`src/rtl/sha3_pkg.sv`:
```
// Types and constants shared by the OCM burst reader and its beat buffer.
package sha3_pkg;

  typedef enum logic [2:0] {
    ST_IDLE,
    ST_ADDR,
    ST_DATA,
    ST_DRAIN,
    ST_DONE
  } state_t;

  typedef logic [127:0] beat_t;

  localparam logic [1:0] AXI_BURST_INCR = 2'b01;
  localparam logic [1:0] AXI_RESP_OKAY  = 2'b00;
  localparam logic [2:0] AXI_SIZE_16B   = 3'b100;

  // Byte offset of the burst holding a beat index; aligning the index down to
  // a burst boundary keeps every burst inside one 4 KB page.
  function automatic logic [31:0] burst_offset(input logic [31:0] idx,
                                               input logic [31:0] blen);
    return (idx & ~(blen - 32'd1)) << 4;
  endfunction

endpackage

```
`src/rtl/beat_fifo.sv`:
```
// First-word-fall-through beat buffer between the AXI read channel and the dfsm.
module beat_fifo
  import sha3_pkg::*;
#(
  parameter int DEPTH = 4
) (
  input  logic  clk,
  input  logic  reset_n,
  input  logic  push,
  input  beat_t push_data,
  input  logic  pop,
  output beat_t head,
  output logic  full,
  output logic  empty
);

  localparam int AW = $clog2(DEPTH);
  localparam logic [AW:0]   DEPTH_C = (AW+1)'(DEPTH);
  localparam logic [AW-1:0] PTR_ONE = AW'(1);

  beat_t           mem [DEPTH];
  logic [AW-1:0]   wr_ptr;
  logic [AW-1:0]   rd_ptr;
  logic [AW:0]     count;
  logic            push_ok;
  logic            pop_ok;

  // A pop frees the slot in the same cycle, so a full buffer can still take a push.
  assign push_ok = push & (~full | pop);
  assign pop_ok  = pop & ~empty;

  always_ff @(posedge clk) begin
    if (push_ok) mem[wr_ptr] <= push_data;
  end

  always_ff @(posedge clk or negedge reset_n) begin
    if (!reset_n) begin
      wr_ptr <= '0;
      rd_ptr <= '0;
      count  <= '0;
    end else begin
      if (push_ok) wr_ptr <= wr_ptr + PTR_ONE;
      if (pop_ok)  rd_ptr <= rd_ptr + PTR_ONE;
      case ({push_ok, pop_ok})
        2'b10:   count <= count + {{AW{1'b0}}, 1'b1};
        2'b01:   count <= count - {{AW{1'b0}}, 1'b1};
        default: count <= count;
      endcase
    end
  end

  assign head  = mem[rd_ptr];
  assign full  = (count == DEPTH_C);
  assign empty = (count == '0);

endmodule

```
`src/rtl/ocm_burst_reader.sv`:
```
// Fetches one aligned AXI4 INCR burst of 128-bit OCM beats per request and
// hands the beats to the dfsm through a small FWFT buffer.
//
// state | meaning
// IDLE  | waiting for a rising edge on init_master_txn
// ADDR  | read address presented, waiting for arready
// DATA  | accepting beats into the buffer
// DRAIN | burst over, waiting for the dfsm to empty the buffer
// DONE  | one-cycle read_done pulse
module ocm_burst_reader
  import sha3_pkg::*;
#(
  parameter logic [31:0] BASE_ADDR  = 32'h0000_0000,
  parameter int          BURST_LEN  = 4,
  parameter int          FIFO_DEPTH = 4
) (
  input  logic         clk,
  input  logic         reset_n,
  input  logic         init_master_txn,
  input  logic [31:0]  read_addr_index,
  output logic [127:0] ocm_data_out,
  output logic         bus_data_valid,
  input  logic         dfsm_read_ready,
  output logic         read_active,
  output logic         read_done,
  output logic         read_error,
  output logic [31:0]  m_axi_araddr,
  output logic [7:0]   m_axi_arlen,
  output logic [2:0]   m_axi_arsize,
  output logic [1:0]   m_axi_arburst,
  output logic         m_axi_arvalid,
  input  logic         m_axi_arready,
  input  logic [127:0] m_axi_rdata,
  input  logic [1:0]   m_axi_rresp,
  input  logic         m_axi_rlast,
  input  logic         m_axi_rvalid,
  output logic         m_axi_rready
);

  localparam logic [4:0] LEN_C = 5'(BURST_LEN);

  state_t      state;
  state_t      state_nxt;
  logic        init_q;
  logic        req_edge;
  logic [31:0] idx_q;
  logic [4:0]  beat_cnt;
  logic [4:0]  cnt_nxt;
  logic        at_len;
  logic        beat_acc;
  logic        err_q;
  logic        fifo_full;
  logic        fifo_empty;
  beat_t       fifo_head;

  assign req_edge = init_master_txn & ~init_q;
  assign beat_acc = m_axi_rvalid & m_axi_rready;
  assign cnt_nxt  = beat_cnt + 5'd1;
  assign at_len   = (cnt_nxt == LEN_C);

  always_ff @(posedge clk or negedge reset_n) begin
    if (!reset_n) state <= ST_IDLE;
    else          state <= state_nxt;
  end

  always_comb begin
    state_nxt = state;
    case (state)
      ST_IDLE:  if (req_edge) state_nxt = ST_ADDR;
      ST_ADDR:  if (m_axi_arvalid && m_axi_arready) state_nxt = ST_DATA;
      ST_DATA:  if (beat_acc && (m_axi_rlast || at_len)) state_nxt = ST_DRAIN;
      ST_DRAIN: if (fifo_empty) state_nxt = ST_DONE;
      ST_DONE:  state_nxt = ST_IDLE;
      default:  state_nxt = ST_IDLE;
    endcase
  end

  always_comb begin
    m_axi_arvalid = 1'b0;
    m_axi_rready  = 1'b0;
    read_active   = 1'b0;
    read_done     = 1'b0;
    case (state)
      ST_ADDR:  begin m_axi_arvalid = 1'b1; read_active = 1'b1; end
      ST_DATA:  begin m_axi_rready = ~fifo_full; read_active = 1'b1; end
      ST_DRAIN: read_active = 1'b1;
      ST_DONE:  read_done = 1'b1;
      default:  ;
    endcase
  end

  // init_q resets high so a request level held through reset does not fire.
  always_ff @(posedge clk or negedge reset_n) begin
    if (!reset_n) begin
      init_q   <= 1'b1;
      idx_q    <= '0;
      beat_cnt <= '0;
      err_q    <= 1'b0;
    end else begin
      init_q <= init_master_txn;
      if (state == ST_IDLE && req_edge) begin
        idx_q    <= read_addr_index;
        beat_cnt <= '0;
      end
      if (beat_acc) begin
        beat_cnt <= cnt_nxt;
        // rlast must coincide exactly with the last expected beat.
        if (m_axi_rresp != AXI_RESP_OKAY || (m_axi_rlast != at_len)) err_q <= 1'b1;
      end
    end
  end

  assign m_axi_araddr  = BASE_ADDR + burst_offset(idx_q, 32'(BURST_LEN));
  assign m_axi_arlen   = 8'(BURST_LEN - 1);
  assign m_axi_arsize  = AXI_SIZE_16B;
  assign m_axi_arburst = AXI_BURST_INCR;
  assign read_error    = err_q;

  beat_fifo #(
    .DEPTH (FIFO_DEPTH)
  ) u_beat_fifo (
    .clk       (clk),
    .reset_n   (reset_n),
    .push      (beat_acc),
    .push_data (m_axi_rdata),
    .pop       (bus_data_valid & dfsm_read_ready),
    .head      (fifo_head),
    .full      (fifo_full),
    .empty     (fifo_empty)
  );

  assign bus_data_valid = ~fifo_empty;
  assign ocm_data_out   = bus_data_valid ? fifo_head : '0;

endmodule

```
`config.mk`:
```
export PLATFORM = sky130hd
export DESIGN_NAME = ocm_burst_reader
export DESIGN_NICKNAME = d
export VERILOG_FILES = /design/src/rtl/sha3_pkg.sv /design/src/rtl/beat_fifo.sv /design/src/rtl/ocm_burst_reader.sv
export SDC_FILE = /design/constraint.sdc
export NUM_CORES = 1
export LEC_CHECK = 0
export CAP_MARGIN = 40
export CORE_ASPECT_RATIO = 1.75
export CORE_UTILIZATION = 40
export CTS_CLUSTER_DIAMETER = 200
export DETAILED_ROUTE_END_ITERATION = 7
export PLACE_DENSITY = 0.75
export SETUP_SLACK_MARGIN = 0.2
export SLEW_MARGIN = 10
export SYNTH_ARGS = -nofsm -noshare
export SYNTH_HDL_FRONTEND = slang
export SYNTH_SLANG_ARGS = --single-unit
export TNS_END_PERCENT = 100
```
`constraint.sdc`:
```
create_clock -name clk -period 9.45 [get_ports clk]
set_clock_uncertainty 0.1 [all_clocks]
set_input_delay 1.89 -clock clk [delete_from_list [all_inputs] [get_ports clk]]
set_output_delay 1.89 -clock clk [all_outputs]
set_load 0.02 [all_outputs]
```
### After elaboration in Yosys (flattened, before gate mapping)

Memory sizes are Yosys's and may differ from the RTL's.
Index checks and enable logic that the tools add are counted.
W data, S select, Z words.

| cells by class | value |
|---|---|
| muxes and demuxes | 15 |
| add/subtract/negate cells | 5 |
| bitwise gates (word level) | 9 |
| equality and inequality tests | 13 |
| reduce and logical (&&, ||, !) cells | 13 |

Operators by type and width:

| operator | count |
|---|---|
| $mux W128 | 1 |
| $mux W3 | 4 |
| $pmux W3 S4 | 1 |
| $mux W5 | 2 |
| $ne A2 B2 Y1 const B | 4 |
| $eq A3 B2 Y1 const B | 2 |
| $eq A3 B3 Y1 const B | 2 |
| $logic_not A3 Y1 | 2 |
| $mux W1 | 6 |
| $pmux W3 S2 | 1 |
| $reduce_bool A2 Y1 | 3 |
| $add A5 B1 Y5 const B | 1 |
| $and A1 B1 Y1 | 5 |
| $eq A5 B3 Y1 const B | 1 |
| $add A2 B1 Y2 const B | 2 |
| $reduce_and A4 Y1 | 1 |
| $add A3 B1 Y3 const B | 1 |
| $eq A3 B1 Y1 const B | 1 |
| $logic_and A1 B1 Y1 | 3 |
| $not A1 Y1 | 3 |
| $reduce_or A3 Y1 | 1 |
| $sub A3 B1 Y3 const B | 1 |
| $eq A2 B1 Y1 const B | 1 |
| $eq A2 B2 Y1 const B | 1 |
| other kinds (4) | 5 |

| word-level totals | value |
|---|---|
| bits in writable memories | 512 |
| register bits | 45 |
| word-level logic and storage cells | 64 |
| memories | 1 |
| input bits | 169 |

Memories:

| memory | words | width | rd ports | clocked after Yosys merged registers in | wr ports | line | source |
|---|---|---|---|---|---|---|---|
| u_beat_fifo.mem | 4 | 128 | 1 | 0 | 1 | beat_fifo.sv:21 | `beat_t mem [DEPTH];` |

### Longest topological paths before layout

Gate-level depths: netlist of run 1.

| logic depth | value |
|---|---|
| depth in word-level cells | 7 |
| gate-level depth with buffers | 9 |
| gate-level depth less buffers | 9 |

### Cells and area by module

Synthesis of run 1 repeated with hierarchy kept, for this count alone.

| second synthesis, totals | value |
|---|---|
| cell total of the unflattened synthesis | 975 |
| area total of the unflattened synthesis | 21,495.6 um^2 |

Modules (own cells, without submodules):

| module | sequential area each (um^2) | area each (um^2) | cells each | times used |
|---|---|---|---|---|
| beat_fifo | 15,549.9 | 18,849.3 | 707 | 1 |
| ocm_burst_reader | 902.1 | 2,646.3 | 268 | 1 |

### Least setup slack after synthesis of run 1

No wires, ideal clock.

| timing | value |
|---|---|
| kind | input-to-reg |
| start point | input port m_axi_rvalid |
| end point | memory u_beat_fifo.mem[0][0] in the netlist's numbering (enable) |
| slack | 3.588 ns |
| cell stages on the path | 3 |
| path buffers | 1 |
| arrival time | 5.259 ns |
| cell sequence | and4_4 > buf_2 > and2_1 |

| on the way | value |
|---|---|
| word-level cells in the longest chain between the ends | 4 |

Ends and longest elaborated chain:

| element | line | source |
|---|---|---|
| start: declaration | ocm_burst_reader.sv:36 | `input logic m_axi_rvalid,` |
| $and A1 B1 Y1 | ocm_burst_reader.sv:57 | `assign beat_acc = m_axi_rvalid & m_axi_rready;` |
| $and A1 B1 Y1 | beat_fifo.sv:29 | `assign push_ok = push & (~full \| pop);` |
| $mux W1 | beat_fifo.sv:33 | `if (push_ok) mem[wr_ptr] <= push_data;` |
| $mux W1 (implied by the code) | beat_fifo.sv:33 |  |
| end: declaration | beat_fifo.sv:21 |  |

No other way between the ends.

### Worst setup path after layout of run 1

| timing | value |
|---|---|
| start point | register u_beat_fifo.count[0] |
| end point | output port ocm_data_out[118] |

| on the way | value |
|---|---|
| word-level cells in the longest chain between the ends | 2 |

Ends and longest elaborated chain:

| element | line | source |
|---|---|---|
| start: declaration | beat_fifo.sv:24 | `logic [AW:0] count;` |
| start signal: assignment | beat_fifo.sv:45 | `2'b10: count <= count + {{AW{1'b0}}, 1'b1};` |
| start signal: assignment | beat_fifo.sv:46 | `2'b01: count <= count - {{AW{1'b0}}, 1'b1};` |
| start signal: assignment | beat_fifo.sv:47 | `default: count <= count;` |
| $logic_not A3 Y1 | beat_fifo.sv:54 | `assign empty = (count == '0);` |
| $mux W128 | ocm_burst_reader.sv:133 | `assign ocm_data_out = bus_data_valid ? fifo_head : '0;` |
| end: declaration | ocm_burst_reader.sv:21 | `output logic [127:0] ocm_data_out,` |

No other way between the ends.

==> metrics, run 1 <==
leading area contributor after synthesis=edfxtp_1; nets@finish=between 1000 and 1500; Worst Path Required=between 7 and 8 ns; # fillers=4158; headroom to the max-slew limit=~42%; Min-Delay Path Class=flip-flop to flip-flop; DRC Markers=0; slew at the pin with the worst max-slew slack=0.8651 ns; crit path capture type=output port; clk root buf=clkbuf_16; largest net degree at the start of global routing=just under 90; Final Max Tran Viols=0; Initial Utilization=between 40% and 50%; Row Count=between 100 and 150; Die Wd=roughly 180 um; ys async rst share=7.748%; initial antenna violation count=7; grt ovf=0; H-tree levels=2; critical path class=flip-flop to output port; Total Neg Setup Slack=0 ns; Avg Cell Area, Syn=21.97 um^2; worst setup path startpoint=u_beat_fifo.count[0]$_DFFE_PN0P_; hold_sp=read_error$_DFFE_PN0P_; gr usage total=about 16%; first drt pass iteration count=4; hold_buf cts=0; layout cells sized above 1=19.25%; Core ar.=52640 um^2; Die H=a little over 300 um; Hold Fails Final Rpt=0; post-layout min period=about 5.6 ns; worst flop-to-flop path startpoint=u_beat_fifo.count[0]$_DFFE_PN0P_; cell area after synthesis=21380 um^2; vias per cell=around 5.1; sequential area share after synthesis=76.95%; ys flop type=edfxtp_1; leakage=just under 9 nW; dpl hpwl=~27000 um; die area=about 54000 um^2; #FFs+latches synth=555; # port buffers=~320; Detailed Route Iter0 Violations=roughly 700; Clock Path Buffers=3; clock-pin slew on the worst setup and hold paths=0.07 ns; Worst Setup Start Kind=flip-flop; Total Power=~8.4 mW; EDFF count, synth=512; count leader, synth=edfxtp_1; crit-path max FO=75; post-DR wirelength/cell=between 20 and 25 um; vias in the first global route=between 10000 and 15000; Resized cells post-CTS=0; Clock Sinks=around 560; worst endpoint data arrival time=around 3.6 ns; first-pass GRT wire length=~66000 um; Commonest cells post-synth=edfxtp_1 (512), and2_1 (134), mux4_2 (128), dfrtp_1 (42), mux2_2 (26); TritonCTS clock tree=built; via count=about 10000; top cells by area, synth=edfxtp_1 (72%), mux4_2 (13%), dfrtp_1 (4.9%); power per cell area=312.4 nW/um^2; DRT antenna net count=0; distinct cell type count after synthesis=38; Worst VDD drop=between 200 and 300 uV; Syn Inst Count=a little under 1000; number of setup buffers added after CTS=0; period utilization=between 50% and 60%; wirelength, routed=~44000 um; post-synth top area share=between 70% and 80%; CTS Buf Count=47; placer's final routability congestion estimate=approximately 0.73; Clock Latency Late Sink=roughly 0.57 ns; Layout Cell Area excl Fill=27000 um^2; fmax=roughly 0.18 GHz; DP Area=about 25000 um^2; io pins=~350; Setup Viol. Count Final=0; unrepaired setup endpoints after global routing=no; max cap viols=0; Synth warnings=0; Synth-to-Final Area Change=26.31%; outcome=complete, no violations
-- critical path, cell delays in order, from the launching register on --
cell and delay [ns]:
dfrtp_1 0.42, nor3_1 0.39, clkinv_2 0.64, buf_4 0.42, buf_16 0.19, and2_1 0.19
clkdlybuf4s50_1 0.64
-- placed cells by master (no fill, tap or decap), types with 5 or more instances in the layout --
cell,instances
bufinv_16,8
ha_1,7
diode_2,6
clkbuf_1,7
dfrtp_1,40
clkinv_1,6
clkinv_2,11
mux2_2,26
and2_1,130
mux4_2,128
conb_1,19
edfxtp_1,512
buf_16,6
buf_4,11
clkbuf_16,49
xnor2_1,5
inv_1,6
clkdlybuf4s50_1,321
-- cell type report --
class	instances	area (um^2)	area share [%]
well taps	678	848.3	3.142
flip-flops and latches	555	16460	60.95
clock buffers	57	1266	4.689
clock inverters	29	347.8	1.288
multi-input cells	361	4529	16.77
diodes	6	15.01	0.05560
inverters	8	31.28	0.1158
repair buffers	341	3506	12.98
-- power breakdown --
part           switching (mW)  total (mW)  internal, mW
Sequential              0.145        3.14          3.00
Combinational            1.62        3.28          1.65
Clock                   0.845        2.02          1.17
Total                    2.61        8.44          5.82
-- path summary, 6_finish.rpt --
path	endpoint	slack [ns]	depth (start not counted)
worst max-delay path	ocm_data_out[118]	3.86	6
worst min-delay path	read_error$_DFFE_PN0P_	0.39	1
worst max register to register	u_beat_fifo.count[2]$_DFFE_PN0P_	6.48	9
worst min register to register	read_error$_DFFE_PN0P_	0.39	1
max in group asynchronous	init_q$_DFF_PN1_	7.66	2
min in group asynchronous	idx_q[17]$_DFFE_PN0P_	1.08	1
-- stage by stage --
step	hold slack (ns)	setup slack, ns	instances	util (%)
after floorplan	0.3549	3.588	990	-
after global placement	0.3659	4.177	1936	47.85
after detailed placement	0.3740	4.336	1942	48.15
after CTS	0.3924	3.718	2028	51.22
after global routing	0.4121	3.627	2035	51.30
final	0.3886	3.864	2035	51.30
-- flip-flops by register name, indices dropped and copies added, names as in the netlist --
register,cells
idx_q,26
init_q,1
u_beat_fifo.mem,512
read_error,1
state,3
u_beat_fifo.wr_ptr,2
u_beat_fifo.rd_ptr,2
beat_cnt,5
u_beat_fifo.count,3
-- metal layers --
layer / vias to the layer above / wire length (um) / GRT usage (%)
met5: - / 13 / 0
met4: 2 / 1875 / 8.240
met3: 94 / 2322 / 3.074
met2: 368 / 23840 / 29.29
met1: 5322 / 16020 / 18.29
li1: 4550 / - / -
-- cell families after synthesis --
logic type               synth area share, %
other                                0.03513
XOR/XNOR                              0.3277
buffers and inverters                  2.206
AND/OR/NAND/NOR                        4.740
AO/OA/AOI/OAI                         0.3336
multiplexers                           14.90
flip-flops                             76.95
adder cells (fa/ha/maj)               0.5033
(Power assumes the default switching activity.)
==> run 2: changes to the inputs <==
--- a/config.mk
+++ b/config.mk
@@ -10,7 +10,7 @@
 export CORE_UTILIZATION = 40
 export CTS_CLUSTER_DIAMETER = 200
 export DETAILED_ROUTE_END_ITERATION = 7
-export PLACE_DENSITY = 0.75
+export PLACE_DENSITY = 0.77
 export SETUP_SLACK_MARGIN = 0.2
 export SLEW_MARGIN = 10
 export SYNTH_ARGS = -nofsm -noshare
==> constraint.sdc (replaced) <==
create_clock -name clk -period 4.8 [get_ports clk]
set_clock_uncertainty 0.1 [all_clocks]
set_input_delay 0.96 -clock clk [delete_from_list [all_inputs] [get_ports clk]]
set_output_delay 0.96 -clock clk [all_outputs]
set_load 0.02 [all_outputs]
==> metrics, run 2 (same netlist as run 1, synthesis figures left out) <==
critical path class=flip-flop to output port; post-layout min period=around 4.1 ns; layout cells sized above 1=roughly a fifth; Worst VDD drop=between 500 and 600 uV; Total Power=~17 mW; period utilization=between 80% and 90%; via count=10450; first drt pass iteration count=5; # fillers=between 4000 and 5000; worst flop-to-flop path startpoint=u_beat_fifo.count[0]$_DFFE_PN0P_; fin worst setup slack=around 0.65 ns; first-pass GRT wire length=67630 um; Min-Delay Path Class=input pin to async pin; most common cell after layout, fill and taps aside=edfxtp_1; Crit path largest cell delay=between 0.7 and 0.8 ns; clk root buf=clkbuf_16; outcome=complete, no violations; Clock Latency Late Sink=around 0.57 ns; Worst path top cell family by delay=buffers and inverters; crit path capture type=output port; leakage=8.870 nW; Cell Int Power=roughly 11 mW; placer's final routability congestion estimate=~0.74; cell breakdown of the critical path=buf_12 -> mux4_2 -> and2_1 -> clkdlybuf4s50_1; Sequential Power Share=37.0%; headroom to the max-slew limit=57.22%; Core ar.=around 53000 um^2; FF-to-FF path depth=9; Final Max Tran Viols=0; part of the power in combinational logic=roughly 39%; largest net degree at the start of global routing=75; Clock Sinks=555; Layout Cell Area excl Fill=roughly 27000 um^2; dpl hpwl=between 20000 and 30000 um; H-tree levels=2; power per cell area=around 620 nW/um^2; Layout Utilization=51.44%; r2r setup slk=~2.2 ns; Initial Utilization=a little over 40%; Finished Layout Cells=roughly 2000; Top Registers=u_beat_fifo.mem x512, idx_q x26, beat_cnt x5; die area=54410 um^2; power share of the clock group=about 24%; Synth-to-Final Area Change=26.65%; grt ovf=0; Clock Path Buffers=3; DRT antenna net count=0; Largest register FFs=about 500; Row Count=111; Worst Path Buf+Inv=2; fmax=0.2413 GHz; switching pwr=about 5.3 mW; post-DR wirelength/cell=22.23 um; switching share of power=a little under a third; nets@finish=roughly 1500; Die Wd=approximately 180 um; max cap viols=0; clock-pin slew on the worst setup and hold paths=0.07 ns; pre-CTS setup slack=0.9949 ns; vias per cell=around 5.1; gr usage total=16.77%; crit-path max FO=40; unrepaired setup endpoints after global routing=no; Slowest-stage cell, CP=dfrtp_4; # port buffers=roughly 320; Detailed Route Iter0 Violations=just under 700; worst hold slack=0.1540 ns; wirelength, routed=45340 um; Die H=roughly 310 um; dpl cells=1942; CTS Buf Count=slightly below 50; vias in the first global route=approximately 11000; hold_buf cts=0; Worst Setup Start Kind=flip-flop; Hold Fails Final Rpt=0; io pins=approximately 350; worst endpoint data arrival time=a little over 3 ns; most frequent cells in the layout=edfxtp_1 (512), clkdlybuf4s50_1 (321), and2_1 (130); slew at the pin with the worst max-slew slack=between 0.6 and 0.7 ns; Total Neg Setup Slack=0 ns; TritonCTS clock tree=built; Reg with most FFs=u_beat_fifo.mem; Worst Path Required=approximately 3.7 ns; reg2reg end=u_beat_fifo.count[2]$_DFFE_PN0P_; DP Area=about 25000 um^2; initial antenna violation count=7; Setup Viol. Count Final=0; DRC Markers=0
-- run 2: cell count changes in the layout (fill, tap and decap cells not counted), sizes merged --
cell      delta
clkbuf       -1
bufinv       -1
clkinvlp     +1
clkinv       +3
buf          -1
inv          +4
-- run 2: how the worst max path moves through the flow --
| stage | slack (ns) | cells after the start | to | startpoint |
|---|---|---|---|---|
| floorplan | 1.30 | 3 | u_beat_fifo.mem[0][0]$_DFFE_PP_ | m_axi_rvalid |
| global placement | 1.03 | 5 | ocm_data_out[46] | u_beat_fifo.count[0]$_DFFE_PN0P_ |
| detailed placement | 0.99 | 5 | ocm_data_out[40] | u_beat_fifo.count[0]$_DFFE_PN0P_ |
| CTS | 0.35 | 5 | ocm_data_out[40] | u_beat_fifo.count[0]$_DFFE_PN0P_ |
| global route | 0.47 | 4 | ocm_data_out[43] | u_beat_fifo.rd_ptr[0]$_DFFE_PN0P_ |
| finish | 0.65 | 4 | ocm_data_out[43] | u_beat_fifo.rd_ptr[0]$_DFFE_PN0P_ |
-- run 2: worst register-to-register path, delay by kind of cell, from the launching register on --
family / cells / cell delay, ns
flops: 1 / 0.42
fa+ha+maj: 2 / 0.43
xor+xnor: 2 / 0.31
simple gates: 3 / 0.86
buf+inv: 2 / 0.39
-- run 2: power by group through the flow --
| stage | Clock, mW | Combinational [mW] | Sequential [mW] |
|---|---|---|---|
| floorplan | 0 | 3.78 | 6.29 |
| global placement | 0 | 6.55 | 6.25 |
| detailed placement | 0 | 6.61 | 6.31 |
| CTS | 4.15 | 6.65 | 6.20 |
| global route | 4.30 | 6.93 | 6.25 |
| finish | 4.04 | 6.52 | 6.19 |
-- run 2: routing by layer --
layer	GRT usage, %	share of wire (%)
met2	30.11	54
met1	18.49	36
met5	0	0
met4	9.022	5.0
met3	3.198	5.3
-- run 2: what timing repair did --
item	in CTS	in global routing
gates resized for setup	0	1
buffers inserted	0	0
endpoints found under the setup margin	0	2
-- run 2: area by class of cell --
class,count,area (um^2),area share [%]
timing repair buffer,340,3528,13.03
tap,678,848.3,3.133
clock inverter,36,367.9,1.359
clock buffer,56,1295,4.783
inverter,8,32.53,0.1201
sequential,555,16460,60.79
multi-input combinational,361,4529,16.73
antenna,6,15.01,0.05545
==> run 3: changes to the inputs <==
--- a/config.mk
+++ b/config.mk
@@ -12,6 +12,7 @@
 export DETAILED_ROUTE_END_ITERATION = 7
 export PLACE_DENSITY = 0.77
 export SETUP_SLACK_MARGIN = 0.2
+export SKIP_CTS_REPAIR_TIMING = 1
 export SLEW_MARGIN = 10
 export SYNTH_ARGS = -nofsm -noshare
 export SYNTH_HDL_FRONTEND = slang
==> results of run 3 <==
The final DEF is identical to that of run 2; final timing and power are the same.
